[src/rtl/picomips_pkg.sv]
// picomips_pkg
// Shared definitions for the picoMIPS core: opcode and state enums plus
// helpers giving the bit position of each instruction field.
// Instruction layout, MSB first: opcode[3] rd[RA] rs[RA] imm[N].
// No ports (package).
package picomips_pkg;

    localparam int OP_W    = 3;
    localparam int IMM_LSB = 0;

    typedef enum logic [2:0] {
        OP_NOP  = 3'b000,
        OP_ADD  = 3'b001,
        OP_ADDI = 3'b010,
        OP_IN   = 3'b011,
        OP_OUT  = 3'b100,
        OP_BEQZ = 3'b101,
        OP_MULI = 3'b110,
        OP_HALT = 3'b111
    } opcode_t;

    typedef enum logic [1:0] {
        ST_RUN,
        ST_WAIT_IN,
        ST_WAIT_OUT,
        ST_HALT
    } state_t;

    function automatic int instr_size(input int n, input int ra);
        return OP_W + 2 * ra + n;
    endfunction

    function automatic int op_lsb(input int n, input int ra);
        return n + 2 * ra;
    endfunction

    function automatic int rd_lsb(input int n, input int ra);
        return n + ra;
    endfunction

    function automatic int rs_lsb(input int n);
        return n;
    endfunction

endpackage

[src/rtl/picomips_if.sv]
// picomips_if
// Groups the switch-input and output-port handshakes of the core.
//   in_data/in_valid  : producer -> core, operand for IN
//   in_ready          : core -> producer, high while an IN is pending
//   outport/out_valid : core -> consumer, registered output value
//   out_ready         : consumer -> core
// Modport master is the core side, slave is the environment side.
interface picomips_if #(parameter int N = 8);

    logic [N-1:0] in_data;
    logic         in_valid;
    logic         in_ready;
    logic [N-1:0] outport;
    logic         out_valid;
    logic         out_ready;

    modport master (
        input  in_data, in_valid, out_ready,
        output in_ready, outport, out_valid
    );

    modport slave (
        output in_data, in_valid, out_ready,
        input  in_ready, outport, out_valid
    );

endinterface

[src/rtl/picomips_alu.sv]
// picomips_alu
// Combinational datapath of the core, all results modulo 2**N.
//   op     : decoded opcode
//   a      : rd operand
//   b      : rs operand (or in_data for IN), passed through for IN/OUT
//   imm    : immediate field
//   result : ADD a+b, ADDI a+imm, MULI fractional product, otherwise b
// Define PICOMIPS_MUL_EN to build the Q1.(N-1) multiplier for MULI;
// without it no multiplier exists and MULI yields the pass value.
import picomips_pkg::*;

module picomips_alu #(
    parameter int N = 8
) (
    input  opcode_t      op,
    input  logic [N-1:0] a,
    input  logic [N-1:0] b,
    input  logic [N-1:0] imm,
    output logic [N-1:0] result
);

`ifdef PICOMIPS_MUL_EN
    // Full 2N-bit signed product; the fractional result is bits [2N-2:N-1].
    logic signed [2*N-1:0] prod;

    always_comb begin
        prod = $signed({{N{b[N-1]}}, b}) * $signed({{N{imm[N-1]}}, imm});
    end
`endif

    // Opcode select; anything without arithmetic simply passes b.
    always_comb begin
        result = b;
        case (op)
            OP_ADD:  result = a + b;
            OP_ADDI: result = a + imm;
`ifdef PICOMIPS_MUL_EN
            OP_MULI: result = N'(prod >>> (N - 1));
`endif
            default: result = b;
        endcase
    end

endmodule

[src/rtl/picomips_core.sv]
// picomips_core
// Single-cycle picoMIPS processor with handshaked input and output ports.
//   clk    : clock, rising edge
//   nreset : asynchronous active-low reset
//   pc     : address to external combinational program ROM
//   instr  : instruction at pc, same cycle
//   io     : picomips_if.master, switch input and output port handshakes
//   halted : high while in HALT
// Optional macro PICOMIPS_MUL_EN enables MULI; otherwise MULI is a NOP.
import picomips_pkg::*;

module picomips_core #(
    parameter int N     = 8,
    parameter int RA    = 2,
    parameter int PSIZE = 5,
    localparam int ISIZE = 3 + 2 * RA + N
) (
    input  logic             clk,
    input  logic             nreset,
    output logic [PSIZE-1:0] pc,
    input  logic [ISIZE-1:0] instr,
    picomips_if.master       io,
    output logic             halted
);

    localparam int OP_LSB = op_lsb(N, RA);
    localparam int RD_LSB = rd_lsb(N, RA);
    localparam int RS_LSB = rs_lsb(N);

    state_t       state;
    logic [N-1:0] regs [2**RA];
    logic [N-1:0] outport_r;
    logic         out_valid_r;

    opcode_t          op;
    logic [RA-1:0]    rd;
    logic [RA-1:0]    rs;
    logic [N-1:0]     imm;
    logic [N-1:0]     rd_val;
    logic [N-1:0]     rs_val;
    logic [N-1:0]     alu_b;
    logic [N-1:0]     alu_res;
    logic [PSIZE-1:0] pc_inc;

    assign op  = opcode_t'(instr[OP_LSB +: OP_W]);
    assign rd  = instr[RD_LSB +: RA];
    assign rs  = instr[RS_LSB +: RA];
    assign imm = instr[IMM_LSB +: N];

    // R0 reads as zero regardless of array contents.
    assign rd_val = (rd == '0) ? '0 : regs[rd];
    assign rs_val = (rs == '0) ? '0 : regs[rs];
    assign alu_b  = (op == OP_IN) ? io.in_data : rs_val;
    assign pc_inc = pc + PSIZE'(1);

    picomips_alu #(.N(N)) u_alu (
        .op     (op),
        .a      (rd_val),
        .b      (alu_b),
        .imm    (imm),
        .result (alu_res)
    );

    // An IN is pending in RUN and stays pending through WAIT_IN, where the
    // held pc keeps the same IN instruction on instr.
    assign io.in_ready  = ((state == ST_RUN) || (state == ST_WAIT_IN)) && (op == OP_IN);
    assign io.outport   = outport_r;
    assign io.out_valid = out_valid_r;

    // Main state machine. A consumed output clears out_valid first; an OUT
    // completing in the same cycle then reloads it, so back-to-back OUTs
    // keep out_valid high. A second OUT stalls only while the previous value
    // is unconsumed and out_ready is low.
    always_ff @(posedge clk or negedge nreset) begin
        if (!nreset) begin
            pc          <= '0;
            outport_r   <= '0;
            out_valid_r <= 1'b0;
            halted      <= 1'b0;
            state       <= ST_RUN;
            for (int i = 0; i < 2**RA; i++) begin
                regs[i] <= '0;
            end
        end else begin
            if (out_valid_r && io.out_ready) begin
                out_valid_r <= 1'b0;
            end
            case (state)
                ST_RUN: begin
                    case (op)
                        OP_ADD, OP_ADDI: begin
                            if (rd != '0) regs[rd] <= alu_res;
                            pc <= pc_inc;
                        end
`ifdef PICOMIPS_MUL_EN
                        OP_MULI: begin
                            if (rd != '0) regs[rd] <= alu_res;
                            pc <= pc_inc;
                        end
`endif
                        OP_IN: begin
                            if (io.in_valid) begin
                                if (rd != '0) regs[rd] <= alu_res;
                                pc <= pc_inc;
                            end else begin
                                state <= ST_WAIT_IN;
                            end
                        end
                        OP_OUT: begin
                            if (out_valid_r && !io.out_ready) begin
                                state <= ST_WAIT_OUT;
                            end else begin
                                outport_r   <= alu_res;
                                out_valid_r <= 1'b1;
                                pc          <= pc_inc;
                            end
                        end
                        OP_BEQZ: begin
                            pc <= (rd_val == '0) ? pc + imm[PSIZE-1:0] : pc_inc;
                        end
                        OP_HALT: begin
                            state  <= ST_HALT;
                            halted <= 1'b1;
                        end
                        default: begin
                            pc <= pc_inc;
                        end
                    endcase
                end
                ST_WAIT_IN: begin
                    if (io.in_valid) begin
                        if (rd != '0) regs[rd] <= alu_res;
                        pc    <= pc_inc;
                        state <= ST_RUN;
                    end
                end
                ST_WAIT_OUT: begin
                    if (io.out_ready) begin
                        outport_r   <= alu_res;
                        out_valid_r <= 1'b1;
                        pc          <= pc_inc;
                        state       <= ST_RUN;
                    end
                end
                default: begin
                end
            endcase
        end
    end

endmodule

[src/flat_wrapper.sv]
// flat-port wrapper written by rule: the top's interface ports become plain ports
module picomips_core_flat 
#(
    parameter int N     = 8,
    parameter int RA    = 2,
    parameter int PSIZE = 5,
    localparam int ISIZE = 3 + 2 * RA + N
)
  (clk, nreset, pc, instr, halted, io_in_data, io_in_valid, io_out_ready, io_in_ready, io_outport, io_out_valid);
  picomips_if #(.N(N)) io_i ();
  input  logic clk;
  input  logic nreset;
  output logic [PSIZE-1:0] pc;
  input  logic [ISIZE-1:0] instr;
  output logic halted;
  input wire logic [$bits(io_i.in_data)-1:0] io_in_data;
  input wire logic [$bits(io_i.in_valid)-1:0] io_in_valid;
  input wire logic [$bits(io_i.out_ready)-1:0] io_out_ready;
  output wire logic [$bits(io_i.in_ready)-1:0] io_in_ready;
  output wire logic [$bits(io_i.outport)-1:0] io_outport;
  output wire logic [$bits(io_i.out_valid)-1:0] io_out_valid;
  assign io_i.in_data = io_in_data;
  assign io_i.in_valid = io_in_valid;
  assign io_i.out_ready = io_out_ready;
  assign io_in_ready = io_i.in_ready;
  assign io_outport = io_i.outport;
  assign io_out_valid = io_i.out_valid;
  picomips_core #(.N(N), .RA(RA), .PSIZE(PSIZE)) u_core (.clk(clk), .nreset(nreset), .pc(pc), .instr(instr), .io(io_i), .halted(halted));
endmodule
[config.mk]
export PLATFORM = sky130hd
export DESIGN_NAME = picomips_core_flat
export DESIGN_NICKNAME = d
export VERILOG_FILES = /design/src/rtl/picomips_pkg.sv /design/src/rtl/picomips_if.sv /design/src/rtl/picomips_alu.sv /design/src/rtl/picomips_core.sv /design/src/flat_wrapper.sv
export SDC_FILE = /design/constraint.sdc
export NUM_CORES = 1
export LEC_CHECK = 0
export ABC_AREA = 0
export BUFFER_PORTS_ARGS = -buffer_cell sky130_fd_sc_hd__buf_4
export CAP_MARGIN = 30
export CORE_MARGIN = 2
export CORE_UTILIZATION = 45
export CTS_CLUSTER_DIAMETER = 200
export DETAILED_ROUTE_END_ITERATION = 7
export PLACE_DENSITY_LB_ADDON = 0.05
export SYNTH_ARGS = -nofsm -noshare
export SYNTH_HDL_FRONTEND = slang
export SYNTH_SLANG_ARGS = --single-unit
[constraint.sdc]
create_clock -name clk -period 3.26 [get_ports clk]
set_input_delay 0.163 -clock clk [delete_from_list [all_inputs] [get_ports clk]]
set_output_delay 0.163 -clock clk [all_outputs]
set_load 0.05 [all_outputs]
# Yosys cells after proc, flatten, opt, wreduce, memory -nomap -nowiden
# Cells that the tools add are included.
dict set report classes {
  addsub 4
  n_lt_le_gt_ge 3
  n_eq_ne 18
  muxes 38
  n_bitwise 2
  n_reduce_logical 20
}
# operator n
set ops {}
lappend ops {{$pmux 32 s2} 2}
lappend ops {{$mux 8} 11}
lappend ops {{$mux 32} 2}
lappend ops {{$bmux 8 s2} 2}
lappend ops {{$bwmux 32} 1}
lappend ops {{$pmux 8 s2} 2}
lappend ops {{$mux 5} 4}
lappend ops {{$pmux 5 s4} 1}
lappend ops {{$add 8x8->8} 2}
lappend ops {{$demux 8 s2} 1}
lappend ops {{$pmux 5 s3} 1}
lappend ops {{$pmux 2 s3} 2}
lappend ops {{$ne 2x2->1 const B} 5}
lappend ops {{$eq 3x3->1 const B} 3}
lappend ops {{$ne 3x3->1 const B} 3}
lappend ops {{$logic_not 8->1} 1}
lappend ops {{$mux 2} 4}
lappend ops {{$reduce_and 4->1} 2}
lappend ops {{$eq 3x2->1 const B} 2}
lappend ops {{$ge 3x3->1 const B} 2}
lappend ops {{$logic_not 2->1} 3}
lappend ops {{$not 2->3} 2}
lappend ops {{$reduce_and 6->1} 1}
lappend ops {{$reduce_bool 2->1} 3}
lappend ops {{other kinds (16)} 23}
dict set report totals {
  register_bits 49
  inputBits 27
}

# Logic depth before layout (Yosys ltp)
# Gate-level depths: netlist (run 1).
dict set report depth {
  word_depth 13
  mapped_depth 16
  ltp_nobuf 14
}

# Hierarchy
# Synthesis (run 1) repeated with hierarchy kept, for this count alone.
dict set report unflattened {
  hier_cells 336
  hier_area_um2 3353.2
}
# mod n_inst cells_per_inst area_per_inst_um2 seq_area_each_um2
set by_module_without_submodules {}
lappend by_module_without_submodules {picomips_core 1 273 2791.4 1026.0}
lappend by_module_without_submodules {picomips_alu 1 63 561.8 0.0}

# Least setup slack after synthesis (run 1)
# No wires, ideal clock.
dict set report synth_path {
  kind {input-to-reg}
  start {input port instr[13]}
  end {register u_core.outport_r[6], in the netlist u_core.io.outport[6]}
  setup_ns 0.125
  arrival_ns 3.015
  slack_ns 0.120
  cell_stages 16
  cell_sequence {clkbuf_1 -> and2_1 -> nand2b_1 -> clkbuf_1 -> clkbuf_1 -> o21ai_0 -> o21ai_0 -> ha_1 -> fa_1 -> a21o_1 -> a21oi_1 -> o21bai_1 -> a21oi_1 -> xor2_1 -> mux2i_1 -> mux2_2}
}
dict set report synth_between {
  elab_chain_len 7
  elab_cells_between_ends 13
  classes_between {add/sub: 1; eq/ne: 5; mux: 6; reduce/logical: 1}
}
# element line_no
set synth_lines {}
lappend synth_lines {{start, declared} flat_wrapper.sv:14} ;# input logic [ISIZE-1:0] instr;
lappend synth_lines {{$eq 3x2->1} picomips_core.sv:53} ;# assign alu_b = (op == OP_IN) ? io.in_data : rs_val;
lappend synth_lines {{$mux 8} picomips_core.sv:53}
lappend synth_lines {{$add 8x8->8} picomips_alu.sv:35} ;# OP_ADD: result = a + b;
lappend synth_lines {{$pmux 8 s2} picomips_alu.sv:34} ;# case (op)
lappend synth_lines {{$mux 8} picomips_core.sv:110} ;# if (out_valid_r && !io.out_ready) begin
lappend synth_lines {{$mux 8} picomips_core.sv:90} ;# case (op)
lappend synth_lines {{$pmux 8 s2} picomips_core.sv:88} ;# case (state)
lappend synth_lines {{end signal, assigned} picomips_core.sv:113} ;# outport_r <= alu_res;
lappend synth_lines {{end signal, assigned} picomips_core.sv:139} ;# outport_r <= alu_res;
lappend synth_lines {{end, declared} picomips_core.sv:32} ;# logic [N-1:0] outport_r;
# Parallel ways exist; a longest one is shown, timed or not. The select of a mux whose other input is x is not followed.
# A chain may end at the register's enable or synchronous reset.

# Final worst setup path (run 1)
dict set report layout_path {
  start {register u_core.regs[12] in the netlist's numbering}
  end {register u_core.regs[21] in the netlist's numbering}
}
dict set report layout_between {
  elab_chain_len 12
  elab_cells_between_ends 17
  classes_between {add/sub: 2; mux: 15}
}
# element line_no
set layout_lines {}
lappend layout_lines {{start, declared} picomips_core.sv:31} ;# logic [N-1:0] regs [2**RA];
lappend layout_lines {{start signal, assigned by index} picomips_core.sv:92} ;# if (rd != '0) regs[rd] <= alu_res;
lappend layout_lines {{start signal, assigned by index} picomips_core.sv:103} ;# if (rd != '0) regs[rd] <= alu_res;
lappend layout_lines {{start signal, assigned by index} picomips_core.sv:132} ;# if (rd != '0) regs[rd] <= alu_res;
lappend layout_lines {{$bmux 8 s2} picomips_core.sv:52} ;# assign rs_val = (rs == '0) ? '0 : regs[rs];
lappend layout_lines {{$mux 8 (implied by the code) (2 in a row)} picomips_core.sv:52}
lappend layout_lines {{$mux 8} picomips_core.sv:52}
lappend layout_lines {{$mux 8} picomips_core.sv:53}
lappend layout_lines {{$add 8x8->8} picomips_alu.sv:35}
lappend layout_lines {{$pmux 8 s2 *} picomips_alu.sv:34}
lappend layout_lines {{$bwmux 32 *} {picomips_core.sv:92, picomips_core.sv:103, picomips_core.sv:132}}
lappend layout_lines {{$mux 32 *} {picomips_core.sv:92, picomips_core.sv:103, picomips_core.sv:132}}
lappend layout_lines {{$mux 32} picomips_core.sv:102} ;# if (io.in_valid) begin
lappend layout_lines {{$pmux 32 s2} picomips_core.sv:90}
lappend layout_lines {{$pmux 32 s2 *} picomips_core.sv:88}
# Mark *: on every way between the ends. The rest lies on a longest branch, timed or not. The select of a mux whose other input is x is not followed.

==> run_results.csv, run 1 <==
group,metric,value,unit
worst_setup_path,crit_path_start_kind,"flip-flop",
drt,ant_nets,0,
place,dp.cells,478,
finish,final_cell_mix,"buf_4, mux2_2, dfrtp_1, nand2_1, o21ai_0",
clock_tree,cts_max_path_buffers,2,
global_route,grt_pass1_vias,2776,
worst_setup_path,crit_type,"reg -> reg",
finish,nets,436,
synthesis,async_flop_share,100,%
worst_setup_path,critPathSlowestCell,"dfrtp_1",
die,start_util,46.6,%
place,hpwl,6.16,mm
timing,hold_ws,0.112,ns
power_and_ir_drop,ir_worst_vdd,0.363,mV
timing,fin_skew,0.0115,ns
run,drv_cap,0,
synthesis,seq_area_frac_synth,32.3,%
clock_tree,clock_latency,0.30,ns
synthesis,synth_edf_count,0,
die,fp.dieArea,7760,µm²
timing,fmax,333,MHz
timing,worst_pin_slew,0.762,ns
finish,syn_to_final_growth,18.9,%
power_and_ir_drop,pwr_density_cell,879,nW/µm²
worst_setup_path,worstPathCellList,"mux2_2 -> a22oi_1 -> nand2_1 -> o21ai_0 -> o21ai_0 -> ha_1 -> and2_1 -> a221oi_1 -> buf_4 -> a21oi_1 -> o21ai_0 -> o21ai_0 -> mux2_2",
power_and_ir_drop,pwr-share-comb,61.0,%
die,dieWidth,88.1,µm
timing,finalMaxSlewViolations,0,
synthesis,syn_area,3180,µm²
power_and_ir_drop,p_sw,1540,µW
synthesis,ys_ff_latch,41,
finish,fin_cells,488,
global_route,grt_usage,22.8,%
outcome,status,"completed",
synthesis,yosysUniqueCellTypes,51,
synthesis,syn_area_per_cell,9.38,µm²
drt,totalWireLength,8.28,mm
timing,rsz0062_at_grt,"false",
die,fp.dieH,88.1,µm
power_and_ir_drop,leakage,0.00175,µW
drt,drc,0,
synthesis,synth_cells,339,
clock_tree,cts_made_buffers,5,
worst_setup_path,crit_top_cell,"o21ai_0",
clock_tree,clock-root-buffer,"clkbuf_8",
die,num_io_pins,43,
clock_tree,htree_levels,2,
die,core_area,6830,µm²
clock_tree,clock-sinks,41,
place,io_buffer_count,42,
power_and_ir_drop,p_int,1790,µW
synthesis,synthFlopType,"dfrtp_1",
global_route,antenna_found_initial,0,
clock_tree,cts_tree,"built",
die,rows,30,
global_route,grt_start_max_net_pins,42,
timing,setup-violations-final,0,
drt,first_iter_violations,137,
worst_setup_path,arrival,3.19,ns
global_route,grt_first_pass_wirelength,13.7,mm
synthesis,synth_warnings,0,
drt,first_pass_iters,4,
clock_tree,cts.clk_slew.worst_paths,0.09,ns
finish,insertedDiodeCount,0,
timing,finalCritPeriodShare,92.2,%
timing,tns,0,ns
worst_setup_path,cp_slowest_stage_delay,0.41,ns
finish,final_layout_size_suffix_gt1_share,30.9,%
worst_setup_path,required,3.44,ns
drt,drt-wirelength-per-cell,17.0,µm
power_and_ir_drop,swShare,46.3,%
place,place_congestion,0.841,
worst_setup_path,end_kind,"flip-flop",
timing,slew_headroom,49.0,%
worst_setup_path,cp_max_fo,4,
timing,hold_violations,0,
timing,layout_min_cycle_time,3.01,ns
synthesis,synthesis.nets,384,
finish,layout_commonest_cell,"buf_4",
global_route,gr-total-overflow,0,
min_path,hp-class,"in -> reg",
power_and_ir_drop,power_frac_seq,28.5,%
power_and_ir_drop,clockPowerShare,10.5,%
drt,vias,2710,
drt,vias_per_cell,5.55,
==> metal layers <==
layer / share of wire [%] / GRT usage (%)
met5: 0 / 0
met4: 1.1 / 6.20
met3: 2.7 / 3.30
met2: 50 / 40.2
met1: 46 / 29.3
==> layout make-up <==
cell class,count,area (µm²)
Multi-Input combinational cell,277,2070
Tap cell,96,120
Fill cell,634,3050
Timing Repair Buffer,60,453
Inverter,6,22.5
Clock buffer,6,72.6
Sequential cell,41,1030
Clock inverter,2,15.0
==> worst max-delay path, delay by kind of cell (launching register included) <==
family | cells | cell delay [ns]
buf+inv | 1 | 0.18
compound gates | 7 | 1.18
flops | 1 | 0.41
fa+ha+maj | 1 | 0.32
mux | 2 | 0.59
simple gates | 2 | 0.22
==> Yosys cell counts, drive strengths merged (2+ instances only) <==
library cell,count,area share [%]
dfrtp,41,32
a21oi,27,4.2
nor4,2,1.1
nand3b,2,0.47
a31oi,4,0.79
nor3,3,0.47
mux2,47,17
a221oi,2,0.75
o31ai,2,0.47
xor2,8,2.2
mux2i,7,2.2
inv,6,0.71
nor2b,7,1.4
a22o,7,1.9
and2,4,0.79
and3,3,0.59
ha,16,6.3
nor2,15,1.8
or3,2,0.39
o21ai,36,5.7
nand2,36,4.3
nand3,8,1.3
buf,2,0.47
xnor2,6,1.7
fa,2,1.3
nand2b,3,0.59
a21o,6,1.4
a22oi,7,1.7
clkbuf,13,1.5
==> cells by family after synthesis <==
| family | synth area share [%] |
|---|---|
| and+or+nand+nor | 14.6 |
| adders and majority gates | 7.55 |
| DFF | 32.3 |
| muxes | 19.2 |
| buffers and inverters | 2.71 |
| AOI/OAI and AO/OA | 19.9 |
| xor gates and xnor gates | 3.86 |
==> worst paths after layout <==
path | from | end | slack [ns] | depth (start not counted)
max | u_core.regs[12]$_DFFE_PN0P_ | u_core.regs[21]$_DFFE_PN0P_ | 0.25 | 13
min reg2reg | u_core.halted$_DFFE_PN0P_ | u_core.halted$_DFFE_PN0P_ | 0.48 | 1
min in group asynchronous | nreset | u_core.state[1]$_DFFE_PN0P_ | 0.39 | 2
max reg2reg | u_core.regs[12]$_DFFE_PN0P_ | u_core.regs[21]$_DFFE_PN0P_ | 0.25 | 13
max in group asynchronous | nreset | u_core.regs[14]$_DFFE_PN0P_ | 2.48 | 2
min | io_out_ready | u_core.io.out_valid$_DFF_PN0_ | 0.11 | 2
==> state kept, by name, indices dropped and copies added, names as in the netlist <==
| name | count |
|---|---|
| u_core.pc | 5 |
| u_core.io.outport | 8 |
| u_core.io.out_valid | 1 |
| u_core.state | 2 |
| u_core.halted | 1 |
| u_core.regs | 24 |
==> per-stage QoR <==
stage | area, µm² | total power [µW] | utilization, % | setup WS [ns]
2_1_floorplan | 3180 | 2440 | - | 0.120
3_3_place_gp | 3670 | 2940 | 53.8 | 0.165
3_5_place_dp | 3670 | 2970 | 53.8 | 0.122
4_1_cts | 3770 | 3330 | 55.2 | 0.173
5_1_grt | 3780 | 3600 | 55.3 | 0.0109
6_report | 3780 | 3320 | 55.3 | 0.254
==> power by group through the flow <==
| stage | registers [µW] | clock network, µW | logic [µW] |
|---|---|---|---|
| floorplan | 1180 | 0 | 1260 |
| detailed placement | 957 | 0 | 2020 |
| finish | 948 | 348 | 2030 |
| global route | 982 | 389 | 2230 |
| global placement | 950 | 0 | 1990 |
| CTS | 946 | 357 | 2030 |
==> what timing repair did <==
action | 4_1_cts | 5_1_grt
hold buffers | 1 | 0
endpoints found under the hold margin | 41 | 0
gates resized for setup | 0 | 1
setup endpoints to repair | 0 | 4
setup buffers | 0 | 1
Note: power is estimated with default switching activity, not from simulation.
==> run 2: changes to the inputs <==
Settings changed: ABC_AREA 0 to 1.
==> run 2 against run 1 <==
Effect of this change: setup slack improved by 0.23 ns; critical path depth stayed put; final cell count up 33%; sequential share of layout area up 3.3 points; first-iteration DRC count up 41%; combinational power is 4% lower; critical endpoint unchanged; sequential power grew 9.7%; total power increased by 3.9%.
==> run_results.csv, run 2 <==
group,metric,value,unit
synthesis,synth_top_cell_by_area,"dfrtp_1",
clock_tree,cts_made_buffers,5,
finish,largest_register,"u_core.regs",
min_path,hold_end,"u_core.io.out_valid$_DFF_PN0_",
worst_setup_path,crit_path_start_kind,"flip-flop",
global_route,grt_start_max_net_pins,50,
drt,drc,0,
die,num_io_pins,43,
finish,multi_input_area,1970,µm²
synthesis,syn_area_per_cell,6.91,µm²
timing,tns,0,ns
worst_setup_path,arrival,2.95,ns
synthesis,yosys.area.top_type_share,34.7,%
outcome,status,"completed",
min_path,hold_depth,3,
synthesis,syn_area,3530,µm²
timing,finalMaxSlewViolations,0,
min_path,hp-start,"io_out_ready",
worst_setup_path,end_kind,"flip-flop",
worst_setup_path,required,3.43,ns
place,place_congestion,0.902,
place,io_buffer_count,42,
drt,vias_per_cell,5.18,
die,core_area,7650,µm²
global_route,grt_first_pass_wirelength,16.0,mm
min_path,hp-class,"in -> reg",
die,fp.dieArea,8570,µm²
worst_setup_path,critPathSlowestCell,"o21ai_0",
clock_tree,clock-sinks,49,
clock_tree,clock-root-buffer,"clkbuf_8",
finish,fillers,813,
global_route,grt_pass1_vias,3121,
worst_setup_path,cp_max_fo,4,
finish,syn_to_final_growth,14.1,%
place,hpwl,7.62,mm
power_and_ir_drop,p_total,3450,µW
clock_tree,post-cts-setup-buffers,0,
drt,first_pass_iters,5,
timing,finalCritPeriodShare,85.3,%
worst_setup_path,r2r_start,"u_core.regs[17]$_DFFE_PN0P_",
synthesis,yosysMostFrequentCell,"nand2_1",
finish,final_layout_size_suffix_gt1_share,13.6,%
clock_tree,clock_latency,0.32,ns
timing,worst_pin_slew,0.809,ns
global_route,antenna_found_initial,0,
die,fp.dieH,92.6,µm
worst_setup_path,crit_type,"reg -> reg",
synthesis,ys_ff_latch,49,
global_route,gr-total-overflow,0,
drt,ant_nets,0,
global_route,grt_usage,23.7,%
clock_tree,htree_levels,2,
timing,rsz0062_at_grt,"false",
worst_setup_path,cp_slowest_stage_delay,0.54,ns
clock_tree,cts_max_path_buffers,2,
drt,vias,3357,
clock_tree,cts.clk_slew.worst_paths,0.10,ns
die,dieWidth,92.6,µm
drt,totalWireLength,9.73,mm
synthesis,seq_area_frac_synth,34.7,%
synthesis,synth_warnings,0,
power_and_ir_drop,ir_worst_vdd,0.448,mV
clock_tree,cts_tree,"built",
timing,hold_violations,0,
worst_setup_path,rrSetupSlack,0.48,ns
timing,fmax,360,MHz
finish,insertedDiodeCount,0,
run,drv_cap,0,
drt,drt-wirelength-per-cell,15.0,µm
synthesis,async_flop_share,100,%
power_and_ir_drop,pwr_density_cell,857,nW/µm²
synthesis,ys_top_cells_by_area,"dfrtp_1, nand2_1, inv_1",
timing,fin_skew,0.0179,ns
synthesis,yosys-top-cells-count,"nand2_1, inv_1, dfrtp_1",
synthesis,synthFlopType,"dfrtp_1",
timing,slew_headroom,45.9,%
finish,layout_commonest_cell,"nand2_1",
worst_setup_path,r2r-end,"u_core.regs[21]$_DFFE_PN0P_",
timing,setup-violations-final,0,
synthesis,yosysUniqueCellTypes,38,
finish,seq_area,1230,µm²
finish,largest_reg_flops,32,
worst_setup_path,rr_worst_depth,13,
synthesis,synth_cells,511,
timing,layout_min_cycle_time,2.78,ns
finish,nets,590,
die,start_util,46.2,%
power_and_ir_drop,leakage,0.00211,µW
synthesis,synthesis.nets,556,
synthesis,synth_edf_count,0,
worst_setup_path,crit_top_cell,"o21ai_0",
finish,final_cell_mix,"nand2_1, inv_1, dfrtp_1, o21ai_0, buf_4",
drt,first_iter_violations,193,
worst_setup_path,worstPathCellList,"inv_1 -> o21ai_0 -> a21oi_1 -> o21ai_0 -> inv_1 -> o21ai_0 -> ha_1 -> nand3_1 -> nand2_1 -> a21oi_1 -> xnor2_1 -> o21ai_0 -> o21ai_0",
die,rows,32,
[run 2: per-layer routing]
| metal | global-route usage [%] | routed length [µm] |
|---|---|---|
| met1 | 37.6 | 5070 |
| met2 | 34.4 | 4090 |
| met3 | 2.85 | 467 |
| met4 | 4.60 | 101 |
| met5 | 0 | 0 |
[run 2: where the power goes]
group	internal (µW)	switching (µW)	total, µW
Clock	231	231	461
Combinational	663	1280	1950
Sequential	828	217	1040
Total	1720	1730	3450
[run 2: worst max path at each step]
stage                                 from  slack [ns]                          endpoint  cells after the start
2_1_floorplan                     instr[9]        0.99       u_core.regs[14]$_DFFE_PN0P_                     19
3_3_place_gp                     instr[12]        0.47  u_core.io.outport[6]$_DFFE_PN0P_                     20
3_5_place_dp                      instr[8]        0.35       u_core.regs[21]$_DFFE_PN0P_                     15
4_1_cts        u_core.regs[17]$_DFFE_PN0P_        0.50       u_core.regs[21]$_DFFE_PN0P_                     13
5_1_grt        u_core.regs[16]$_DFFE_PN0P_        0.23  u_core.io.outport[6]$_DFFE_PN0P_                     18
6_report       u_core.regs[17]$_DFFE_PN0P_        0.48       u_core.regs[21]$_DFFE_PN0P_                     13
[run 2: cells by family after synthesis]
kind of cell,synth area share (%)
AO/OA/AOI/OAI,17.2
XOR/XNOR,2.73
buffers and inverters,9.36
adder cells (fa/ha/maj),6.81
flip-flops,34.7
AND/OR/NAND/NOR,29.2
[run 2: layout make-up]
| type | instances | area share (%) |
|---|---|---|
| Clock buffer | 5 | 1.71 |
| Clock inverter | 3 | 1.09 |
| Inverter | 68 | 6.34 |
| Multi-Input combinational cell | 377 | 49.0 |
| Sequential cell | 49 | 30.4 |
| Tap cell | 102 | 3.17 |
| Timing Repair Buffer | 44 | 8.26 |
[run 2: critical path: cells and delay by family (launching register included)]
family | cells | cell delay [ns]
buffers and inverters | 2 | 0.15
adder cells (fa/ha/maj) | 1 | 0.30
flip-flops | 1 | 0.36
AO/OA/AOI/OAI | 7 | 1.57
XOR/XNOR | 1 | 0.08
AND/OR/NAND/NOR | 2 | 0.18
[run 2: per-stage QoR]
step	instances	worst slack (ns)	utilization, %	hold WS (ns)	area, µm²
3_3_place_gp	639	0.473	51.1	0.228	3910
4_1_cts	648	0.504	52.7	0.186	4030
2_1_floorplan	511	0.988	-	-0.133	3530
6_report	648	0.479	52.7	0.183	4030
5_1_grt	648	0.230	52.7	0.219	4030
3_5_place_dp	639	0.348	51.1	0.239	3910
[run 2: timing repair]
item / in CTS / in global routing
resized for setup: 0 / 0
endpoints found under the hold margin: 49 / 0
hold buffers: 1 / 0
